[config.mk]
export PLATFORM = sky130hd
export DESIGN_NAME = frqdiv_prog
export DESIGN_NICKNAME = d
export VERILOG_FILES = /design/src/rtl/frqdiv_prog.sv
export SDC_FILE = /design/constraint.sdc
export NUM_CORES = 1
export LEC_CHECK = 0
export BUFFER_PORTS_ARGS = -buffer_cell sky130_fd_sc_hd__buf_2
export CORE_UTILIZATION = 41
export CTS_CLUSTER_DIAMETER = 100
export DETAILED_ROUTE_END_ITERATION = 16
export GPL_ROUTABILITY_DRIVEN = 0
export SETUP_SLACK_MARGIN = 0.4
export SYNTH_ARGS = -nofsm -noshare
export SYNTH_HDL_FRONTEND = slang
export SYNTH_SLANG_ARGS = --single-unit
export TNS_END_PERCENT = 30
[constraint.sdc]
create_clock -name clk -period 7.8 [get_ports clk]
set_input_delay 0.78 -clock clk [delete_from_list [all_inputs] [get_ports clk]]
set_output_delay 0.78 -clock clk [all_outputs]
set_load 0.01 [all_outputs]
[src/rtl/frqdiv_prog.sv]
// ---------------------------------------------------------------------------
// frqdiv_prog -- multi-channel, run-time programmable integer clock divider.
//
// Every channel divides clk by an integer divisor D and produces:
//   s_out : square-wave enable. It is low for ceil(D/2) cycles and then high
//           for floor(D/2) cycles. D=1 gives a constant 1. D=0 stops the
//           channel and holds s_out at 0.
//   tick  : one-cycle strobe on the last cycle of each period.
//   pend  : a divisor has been written but is not yet active.
//
// A new divisor is first held in a shadow register. It moves to the active
// register only at a period boundary, or when sync is applied, so the
// outputs never show a truncated or stretched period.
//
// Ports:
//   clk      in   1      system clock, rising edge only
//   rst_n    in   1      asynchronous active-low reset
//   div_we   in   1      divisor write strobe
//   div_ch   in   CHW    channel addressed by the write (>= CH is ignored)
//   div_val  in   WIDTH  divisor value (0 = stop)
//   sync     in   CH     per-channel phase reset, level-sampled
//   s_out    out  CH     per-channel square-wave output
//   tick     out  CH     per-channel end-of-period strobe
//   pend     out  CH     per-channel divisor-pending flag
//
// All outputs are decoded from registers only. No input reaches an output
// combinationally.
// ---------------------------------------------------------------------------
module frqdiv_prog #(
    parameter int WIDTH = 16,
    parameter int CH    = 4,
    parameter int CHW   = ($clog2(CH) > 0) ? $clog2(CH) : 1
) (
    input  logic             clk,
    input  logic             rst_n,
    input  logic             div_we,
    input  logic [CHW-1:0]   div_ch,
    input  logic [WIDTH-1:0] div_val,
    input  logic [CH-1:0]    sync,
    output logic [CH-1:0]    s_out,
    output logic [CH-1:0]    tick,
    output logic [CH-1:0]    pend
);

    // -----------------------------------------------------------------------
    // Per-channel state
    // -----------------------------------------------------------------------
    logic [WIDTH-1:0] act_q    [CH];   // active divisor
    logic [WIDTH-1:0] act_d    [CH];
    logic [WIDTH-1:0] shadow_q [CH];   // divisor waiting for a boundary
    logic [WIDTH-1:0] shadow_d [CH];
    logic [WIDTH-1:0] cnt_q    [CH];   // phase counter, 0 .. act-1
    logic [WIDTH-1:0] cnt_d    [CH];
    logic [CH-1:0]    pend_q;
    logic [CH-1:0]    pend_d;

    // -----------------------------------------------------------------------
    // Decode from the registers
    // -----------------------------------------------------------------------
    logic [WIDTH-1:0] half_up  [CH];   // ceil(act/2)
    logic [CH-1:0]    last;            // cnt is on the final cycle of the period
    logic [CH-1:0]    boundary;        // an edge here may load shadow into act
    logic [CH-1:0]    wr_hit;          // this cycle's write targets channel c

    // NOTE: every variable written in an always_comb gets a default at the
    // top of the block. Otherwise, a path that skips an assignment infers a
    // latch.
    always_comb begin
        for (int c = 0; c < CH; c++) begin
            half_up[c]  = (act_q[c] >> 1) + {{(WIDTH-1){1'b0}}, act_q[c][0]};
            last[c]     = (act_q[c] != '0) && (cnt_q[c] == act_q[c] - WIDTH'(1));
            boundary[c] = last[c] || (act_q[c] == '0);

            // s_out is a special case for act=0 and act=1. The threshold
            // compare would give 0 for act=1, but that channel must be
            // constantly high.
            if (act_q[c] == '0) begin
                s_out[c] = 1'b0;
            end else if (act_q[c] == WIDTH'(1)) begin
                s_out[c] = 1'b1;
            end else begin
                s_out[c] = (cnt_q[c] >= half_up[c]);
            end
            tick[c] = last[c];
        end
        pend = pend_q;
    end

    // A channel index at or above CH never matches, so an out-of-range write
    // changes no state.
    always_comb begin
        wr_hit = '0;
        for (int c = 0; c < CH; c++) begin
            wr_hit[c] = div_we && (div_ch == CHW'(c));
        end
    end

    // -----------------------------------------------------------------------
    // Next-state logic
    // -----------------------------------------------------------------------
    always_comb begin
        for (int c = 0; c < CH; c++) begin
            act_d[c]    = act_q[c];
            shadow_d[c] = shadow_q[c];
            cnt_d[c]    = cnt_q[c];
            pend_d[c]   = pend_q[c];

            if (sync[c]) begin
                // Sync overrides wrap and boundary handling. A write in the
                // same cycle bypasses the shadow and takes effect at once.
                cnt_d[c] = '0;
                if (wr_hit[c]) begin
                    act_d[c]    = div_val;
                    shadow_d[c] = div_val;
                    pend_d[c]   = 1'b0;
                end else if (pend_q[c]) begin
                    act_d[c]  = shadow_q[c];
                    pend_d[c] = 1'b0;
                end
            end else begin
                if (boundary[c] && pend_q[c]) begin
                    act_d[c]  = shadow_q[c];
                    cnt_d[c]  = '0;
                    pend_d[c] = 1'b0;
                end else if (act_q[c] > WIDTH'(1)) begin
                    cnt_d[c] = last[c] ? '0 : cnt_q[c] + WIDTH'(1);
                end else begin
                    cnt_d[c] = '0;
                end

                // A write that lands on a boundary cycle goes only to the
                // shadow register. It sets pend again, so the new value is
                // applied at the following boundary. If a stale shadow value
                // is loaded at this edge, that still happens.
                if (wr_hit[c]) begin
                    shadow_d[c] = div_val;
                    pend_d[c]   = 1'b1;
                end
            end
        end
    end

    // -----------------------------------------------------------------------
    // State registers
    // -----------------------------------------------------------------------
    // NOTE: the per-channel arrays are reset element by element. They are
    // control state that the outputs decode from, not a data memory, so no
    // element may come up unknown.
    always_ff @(posedge clk or negedge rst_n) begin
        if (!rst_n) begin
            for (int c = 0; c < CH; c++) begin
                act_q[c]    <= '0;
                shadow_q[c] <= '0;
                cnt_q[c]    <= '0;
            end
            pend_q <= '0;
        end else begin
            // NOTE: sequential state uses non-blocking assignment. All flops
            // then sample their _d values from before the edge, whatever the
            // statement order.
            for (int c = 0; c < CH; c++) begin
                act_q[c]    <= act_d[c];
                shadow_q[c] <= shadow_d[c];
                cnt_q[c]    <= cnt_d[c];
            end
            pend_q <= pend_d;
        end
    end

endmodule

== Yosys cells after proc, flatten, opt, wreduce, memory -nomap -nowiden ==
Index checks and enable logic that the tools add are counted.

* Logic and storage cells: 140
* Output and inout bits: 12
* Input port bits: 25
* Flip-flop bits (word level): 196

* Reductions and logical operators: 37
* Equal/unequal tests: 15
* $lt $le $gt $ge: 8
* Muxes and demuxes: 52
* Add/sub/neg operators: 12

{| class="wikitable"
|+ Operators by type and width
! cell !! count
|-
| $mux W16 || 32
|-
| $add A15 B1 Y16 || 4
|-
| $add A16 B1 Y16 const B || 4
|-
| $eq A16 B1 Y1 const B || 4
|-
| $eq A16 B16 Y1 || 4
|-
| $ge A16 B16 Y1 || 4
|-
| $gt A16 B1 Y1 const B || 4
|-
| $logic_not A16 Y1 || 4
|-
| $reduce_bool A16 Y1 || 4
|-
| $sub A16 B1 Y16 const B || 4
|-
| $mux W1 || 20
|-
| $logic_and A1 B1 Y1 || 12
|-
| $ne A3 B1 Y1 const B || 4
|-
| $reduce_bool A3 Y1 || 4
|-
| $reduce_and A2 Y1 || 4
|-
| $reduce_bool A2 Y1 || 4
|-
| $eq A2 B2 Y1 const B || 2
|-
| $logic_or A1 B1 Y1 || 4
|-
| $eq A2 B1 Y1 const B || 1
|-
| $logic_not A2 Y1 || 1
|}

== Depth between registers and ports, before layout ==
* Depth after elaboration: 8
* Mapped depth: 14
* Depth with buffers taken out: 12

== Worst setup path before layout ==
OpenSTA, ideal clock, no wires.

* Path kind: reg-to-output
* From: reg act_q[19] (netlist name)
* To: out s_out[2]
* Required time: 7,020 ps
* Arrival time: 2,653 ps
* Stages on the path, launching flop included: 13
* Path slack: 4,367 ps
* Path buffers: 2
* Cell sequence: dfrtp_1 buf_2 inv_1 nor4_1 and4_1 clkbuf_1 nand2_1 xnor2_1 ha_1 a21o_1 a21o_1 a221o_1 a22o_1

* Cells in the longest elaborated chain, start to end: 4
* Elaborated cells between the ends (all ways): 6
* Classes of those cells: add/sub (1); order compare (1); eq/ne (1); mux (2); reduce/logical (1)

{| class="wikitable"
|+ RTL lines
! item !! line !! source
|-
| start, declared || 48 || <nowiki>logic [WIDTH-1:0] act_q [CH];</nowiki>
|-
| start signal, assigned by index || 162 || <nowiki>act_q[c] <= act_d[c];</nowiki>
|-
| $add A15 B1 Y16 || 70 || <nowiki>half_up[c] = (act_q[c] >> 1) + {{(WIDTH-1){1'b0}}, act_q[c][0]};</nowiki>
|-
| $ge A16 B16 Y1 || 82 || <nowiki>s_out[c] = (cnt_q[c] >= half_up[c]);</nowiki>
|-
| $mux W1 || 79 || <nowiki>end else if (act_q[c] == WIDTH'(1)) begin</nowiki>
|-
| $mux W1 * || 77 || <nowiki>if (act_q[c] == '0) begin</nowiki>
|-
| end, declared || 40 || <nowiki>output logic [CH-1:0] s_out,</nowiki>
|}

Every way passes the cells marked *; elsewhere a longest branch is shown, timed or not.

== Worst setup path after layout ==
* From: reg act_q[34] (netlist name)
* To: out tick[1]

* Cells in the longest elaborated chain, start to end: 3
* Elaborated cells between the ends (all ways): 4
* Classes of those cells: add/sub (1); eq/ne (1); reduce/logical (2)

{| class="wikitable"
|+ RTL lines
! item !! line !! source
|-
| $sub A16 B1 Y16 || 71 || <nowiki>last[c] = (act_q[c] != '0) && (cnt_q[c] == act_q[c] - WIDTH'(1));</nowiki>
|-
| $eq A16 B16 Y1 || 71 ||
|-
| $logic_and A1 B1 Y1 * || 71 ||
|-
| end, declared || 41 || <nowiki>output logic [CH-1:0] tick,</nowiki>
|}

Marked as above.

==> flow_summary.yaml <==
status:
  outcome: "finished, final reports clean"
cts:
  clock_tree.htree_level_count: 4
  clock_tree.buffer_depth: 2
  cts.hold.buffers_added: 0
  root_buffer: "sky130_fd_sc_hd__clkbuf_16"
  cts_repair_resize_count: 0
  numClockSinks: 196
  clock_tree_from_tritoncts: "yes"
  tritoncts.num_buffers: 17
  post_cts_buffers: 0
  clock_insertion_delay_worst_skew_ns: 0.45
  clk_slew_on_worst_s_h_paths_ns: 0.08
power:
  leakage_nw: 6.962
  vdd_drop_max_mv: 0.1594
  power-per-cell-area_mw_per_mm2: 234.5
synthesis:
  synth_cells: 1574
  syn-cell-area_mm2: 0.01418
  primary_ff_master_synth: "sky130_fd_sc_hd__dfrtp_1"
  synth_nets: 1687
  synth_largest_type_area_fraction: 0.3459
  synth.yosys.seq_area_share: 0.3459
  post_synth_main_area_contributors: "sky130_fd_sc_hd__dfrtp_1 35%, sky130_fd_sc_hd__ha_1 7.8%, sky130_fd_sc_hd__xnor2_1 5.9%"
  synth-seq-cells: 196
  yosysUniqueCellTypes: 87
  synth-warning-count: 0
  post_synth.cell_area_avg_um2: 9.010
  fraction_of_synthesis_flops_using_an_asynchronous_set_or_reset_pin: 1.000
  post-synth-top-area-cell: "sky130_fd_sc_hd__dfrtp_1"
  synth_edf_count: 0
hold_path:
  hold_class: "in -> async"
floorplanning:
  placementRows: 67
  die_area_mm2: 0.03534
  die_height_um: 188.0
  floorplan.die.width_um: 188.0
  number_of_top_level_pins: 37
  floorplan.initialDensity: 0.4198
  core-area_mm2: 0.03378
global_route:
  antenna_found_initial: 0
  grt_max_degree: 73
  grt_first_pass_wirelength_um: 58970
  grt_remaining_overflow: 0
  grt_pass1_vias: 11034
  global_route.usage.total: 0.2058
detailed_routing:
  route.vias.total: 11363
  avgRoutedWirePerCell_um: 17.57
  detail_route.drc_violations: 0
  drtAntennaViolNets: 0
  post_drt_via_cell_ratio: 5.665
  wirelength_um: 35240
  drt_pre_antenna_iters: 5
  drt_initial_violations: 871
worst_setup_path:
  worstSetupStartpointType: "flip-flop"
  cp.required_ns: 7.02
  worst-r2r-cell-count: 8
  endpoint: "tick[1]"
  path_max_fanout: 13
  endpoint_kind: "output port"
  crit_start: "act_q[34]"
  timing.setup.critical_path_class: "reg -> out"
  setup.reg_to_reg.worst_slack_ns: 3.78
  rr_startpoint: "act_q[34]"
  crit_arrival_ns: 3.58
  reg_to_reg_end: "act_q[35]"
sta:
  report.final.hold_viol_count: 0
  worstMarginPinSlew_ns: 1.258
  timing.final.crit_period_ns: 4.361
  maxClockFrequency_mhz: 229.3
  timing.setup.tns_ns: 0
  setup_viol: 0
  report.final.slew_viol_count: 0
  fin_skew_ns: 0.01261
  rsz0062_at_grt: "no"
  slew_headroom: 0.1582
  layout_worst_path_cycle_share: 0.5590
  timing.hold.ws_ns: 0.3017
place:
  dp_hpwl_um: 24840
  dpl-instance-area_mm2: 0.01458
  port_buffers: 36
layout:
  area_delta_synth_final_pct: 6.899
  antennaDiodeCount: 0
  fin_area_mm2: 0.01516
  final_layout_size_suffix_gt1_frac: 0.09307
  nets: 1658
job:
  max_cap_viol_count: 0
==> flip-flops by register name (all words and copies together) (netlist names) <==
signal	cells
shadow_q	64
pend	4
cnt_q	64
act_q	64
==> routing by layer <==
metal / share of wire / track usage
met1: 0.49 / 0.2954
met2: 0.45 / 0.3172
met3: 0.036 / 0.03144
met4: 0.019 / 0.06191
met5: 0 / 0
==> power breakdown <==
part	total, W	switching (W)	internal, W
clock	0.000897	0.000461	0.000436
sequential	0.00151	0.000323	0.00118
combinational	0.00115	0.000602	0.000549
total	0.00356	0.00139	0.00217
==> cells by family after synthesis <==
group                      share of synthesized area
muxes                                        0.05532
xor gates and xnor gates                      0.1111
DFF                                           0.3459
and+or+nand+nor                               0.2313
buffers and inverters                        0.03970
AOI/OAI and AO/OA                             0.1391
adders and majority gates                    0.07764
==> through the flow <==
step / total power (W) / utilization / setup WS [ns] / cells
after floorplan: 0.002382 / - / 4.367 / 1574
after global placement: 0.002638 / 0.4317 / 3.944 / 1974
after detailed placement: 0.002676 / 0.4317 / 3.831 / 1974
after CTS: 0.003584 / 0.4487 / 3.451 / 2006
after global routing: 0.003816 / 0.4487 / 3.139 / 2006
final: 0.003555 / 0.4487 / 3.439 / 2006
==> final cells by class <==
cell class              count  area (um2)
clock buffers              18       439.2
clock inverters            14       137.6
fillers                  3262       18620
inverters                  42       157.7
multi-input cells        1245        8718
flip-flops and latches    196        4905
well taps                 448       560.5
repair buffers             43       241.5
==> synthesized netlist by cell type (5+ instances only) <==
master	instances
sky130_fd_sc_hd__a21oi_1	16
sky130_fd_sc_hd__nand3b_1	8
sky130_fd_sc_hd__a211o_1	27
sky130_fd_sc_hd__nor3_1	37
sky130_fd_sc_hd__a22o_1	20
sky130_fd_sc_hd__nand2_1	218
sky130_fd_sc_hd__dfrtp_1	196
sky130_fd_sc_hd__xnor2_1	96
sky130_fd_sc_hd__clkbuf_1	59
sky130_fd_sc_hd__nor3b_1	7
sky130_fd_sc_hd__a31oi_1	9
sky130_fd_sc_hd__o22ai_1	5
sky130_fd_sc_hd__and3_1	54
sky130_fd_sc_hd__xor2_1	82
sky130_fd_sc_hd__o21ai_0	25
sky130_fd_sc_hd__mux2_2	34
sky130_fd_sc_hd__buf_2	18
sky130_fd_sc_hd__a2111oi_0	5
sky130_fd_sc_hd__and2_1	11
sky130_fd_sc_hd__nor2b_1	13
sky130_fd_sc_hd__nor2_1	120
sky130_fd_sc_hd__o211ai_1	5
sky130_fd_sc_hd__or3_1	8
sky130_fd_sc_hd__a211oi_1	6
sky130_fd_sc_hd__a21o_1	33
sky130_fd_sc_hd__ha_1	88
sky130_fd_sc_hd__o21ai_1	7
sky130_fd_sc_hd__nand2b_1	11
sky130_fd_sc_hd__nand4_1	31
sky130_fd_sc_hd__nor4_1	20
sky130_fd_sc_hd__nand3_1	67
sky130_fd_sc_hd__buf_1	5
sky130_fd_sc_hd__inv_1	42
sky130_fd_sc_hd__a221o_1	18
sky130_fd_sc_hd__mux2i_1	39
sky130_fd_sc_hd__or4_1	9
sky130_fd_sc_hd__buf_4	7
sky130_fd_sc_hd__a21boi_0	28
sky130_fd_sc_hd__nor3_2	5
==> layout by cell type, fill, tap and decap left out, types with 6 or more instances in the layout <==
master and count:
sky130_fd_sc_hd__and2_1 11, sky130_fd_sc_hd__dfrtp_1 196, sky130_fd_sc_hd__nor3b_1 6, sky130_fd_sc_hd__nor3_1 37
sky130_fd_sc_hd__a211oi_1 6, sky130_fd_sc_hd__buf_4 7, sky130_fd_sc_hd__or3_1 8, sky130_fd_sc_hd__nand2_1 218
sky130_fd_sc_hd__clkbuf_16 17, sky130_fd_sc_hd__xor2_1 82, sky130_fd_sc_hd__a21oi_1 16, sky130_fd_sc_hd__nor2_1 120
sky130_fd_sc_hd__nand2b_1 11, sky130_fd_sc_hd__a31oi_1 9, sky130_fd_sc_hd__nand3_1 67, sky130_fd_sc_hd__a221o_1 18
sky130_fd_sc_hd__a21boi_0 28, sky130_fd_sc_hd__o21ai_1 7, sky130_fd_sc_hd__a22o_1 20, sky130_fd_sc_hd__nor2b_1 13
sky130_fd_sc_hd__xnor2_1 96, sky130_fd_sc_hd__mux2i_1 39, sky130_fd_sc_hd__mux2_2 34, sky130_fd_sc_hd__nand4_1 31
sky130_fd_sc_hd__buf_2 35, sky130_fd_sc_hd__inv_1 42, sky130_fd_sc_hd__nand3b_1 8, sky130_fd_sc_hd__and3_1 54
sky130_fd_sc_hd__or4_1 9, sky130_fd_sc_hd__a211o_1 27, sky130_fd_sc_hd__a21o_1 33, sky130_fd_sc_hd__o21ai_0 25
sky130_fd_sc_hd__ha_1 88, sky130_fd_sc_hd__nor4_1 20
==> how the worst min path moves through the flow <==
stage                      start            to  slack (ns)  depth (start not counted)
floorplan           shadow_q[32]  shadow_q[32]        0.46                          2
global placement    shadow_q[40]  shadow_q[40]        0.47                          2
detailed placement  shadow_q[40]  shadow_q[40]        0.48                          2
CTS                        rst_n      cnt_q[3]        0.31                          1
global route               rst_n      cnt_q[3]        0.33                          1
finish                     rst_n      cnt_q[3]        0.30                          1
==> worst max-delay path, stage by stage (launching register included) <==
cell,delay [ns]
sky130_fd_sc_hd__dfrtp_1,0.57
sky130_fd_sc_hd__nor4_2,0.94
sky130_fd_sc_hd__and3_1,0.28
sky130_fd_sc_hd__a41oi_1,0.13
sky130_fd_sc_hd__or4_4,0.61
sky130_fd_sc_hd__nor4_4,0.33
sky130_fd_sc_hd__and2_1,0.17
sky130_fd_sc_hd__buf_2,0.12
Note: power is estimated with default switching activity, not from simulation.
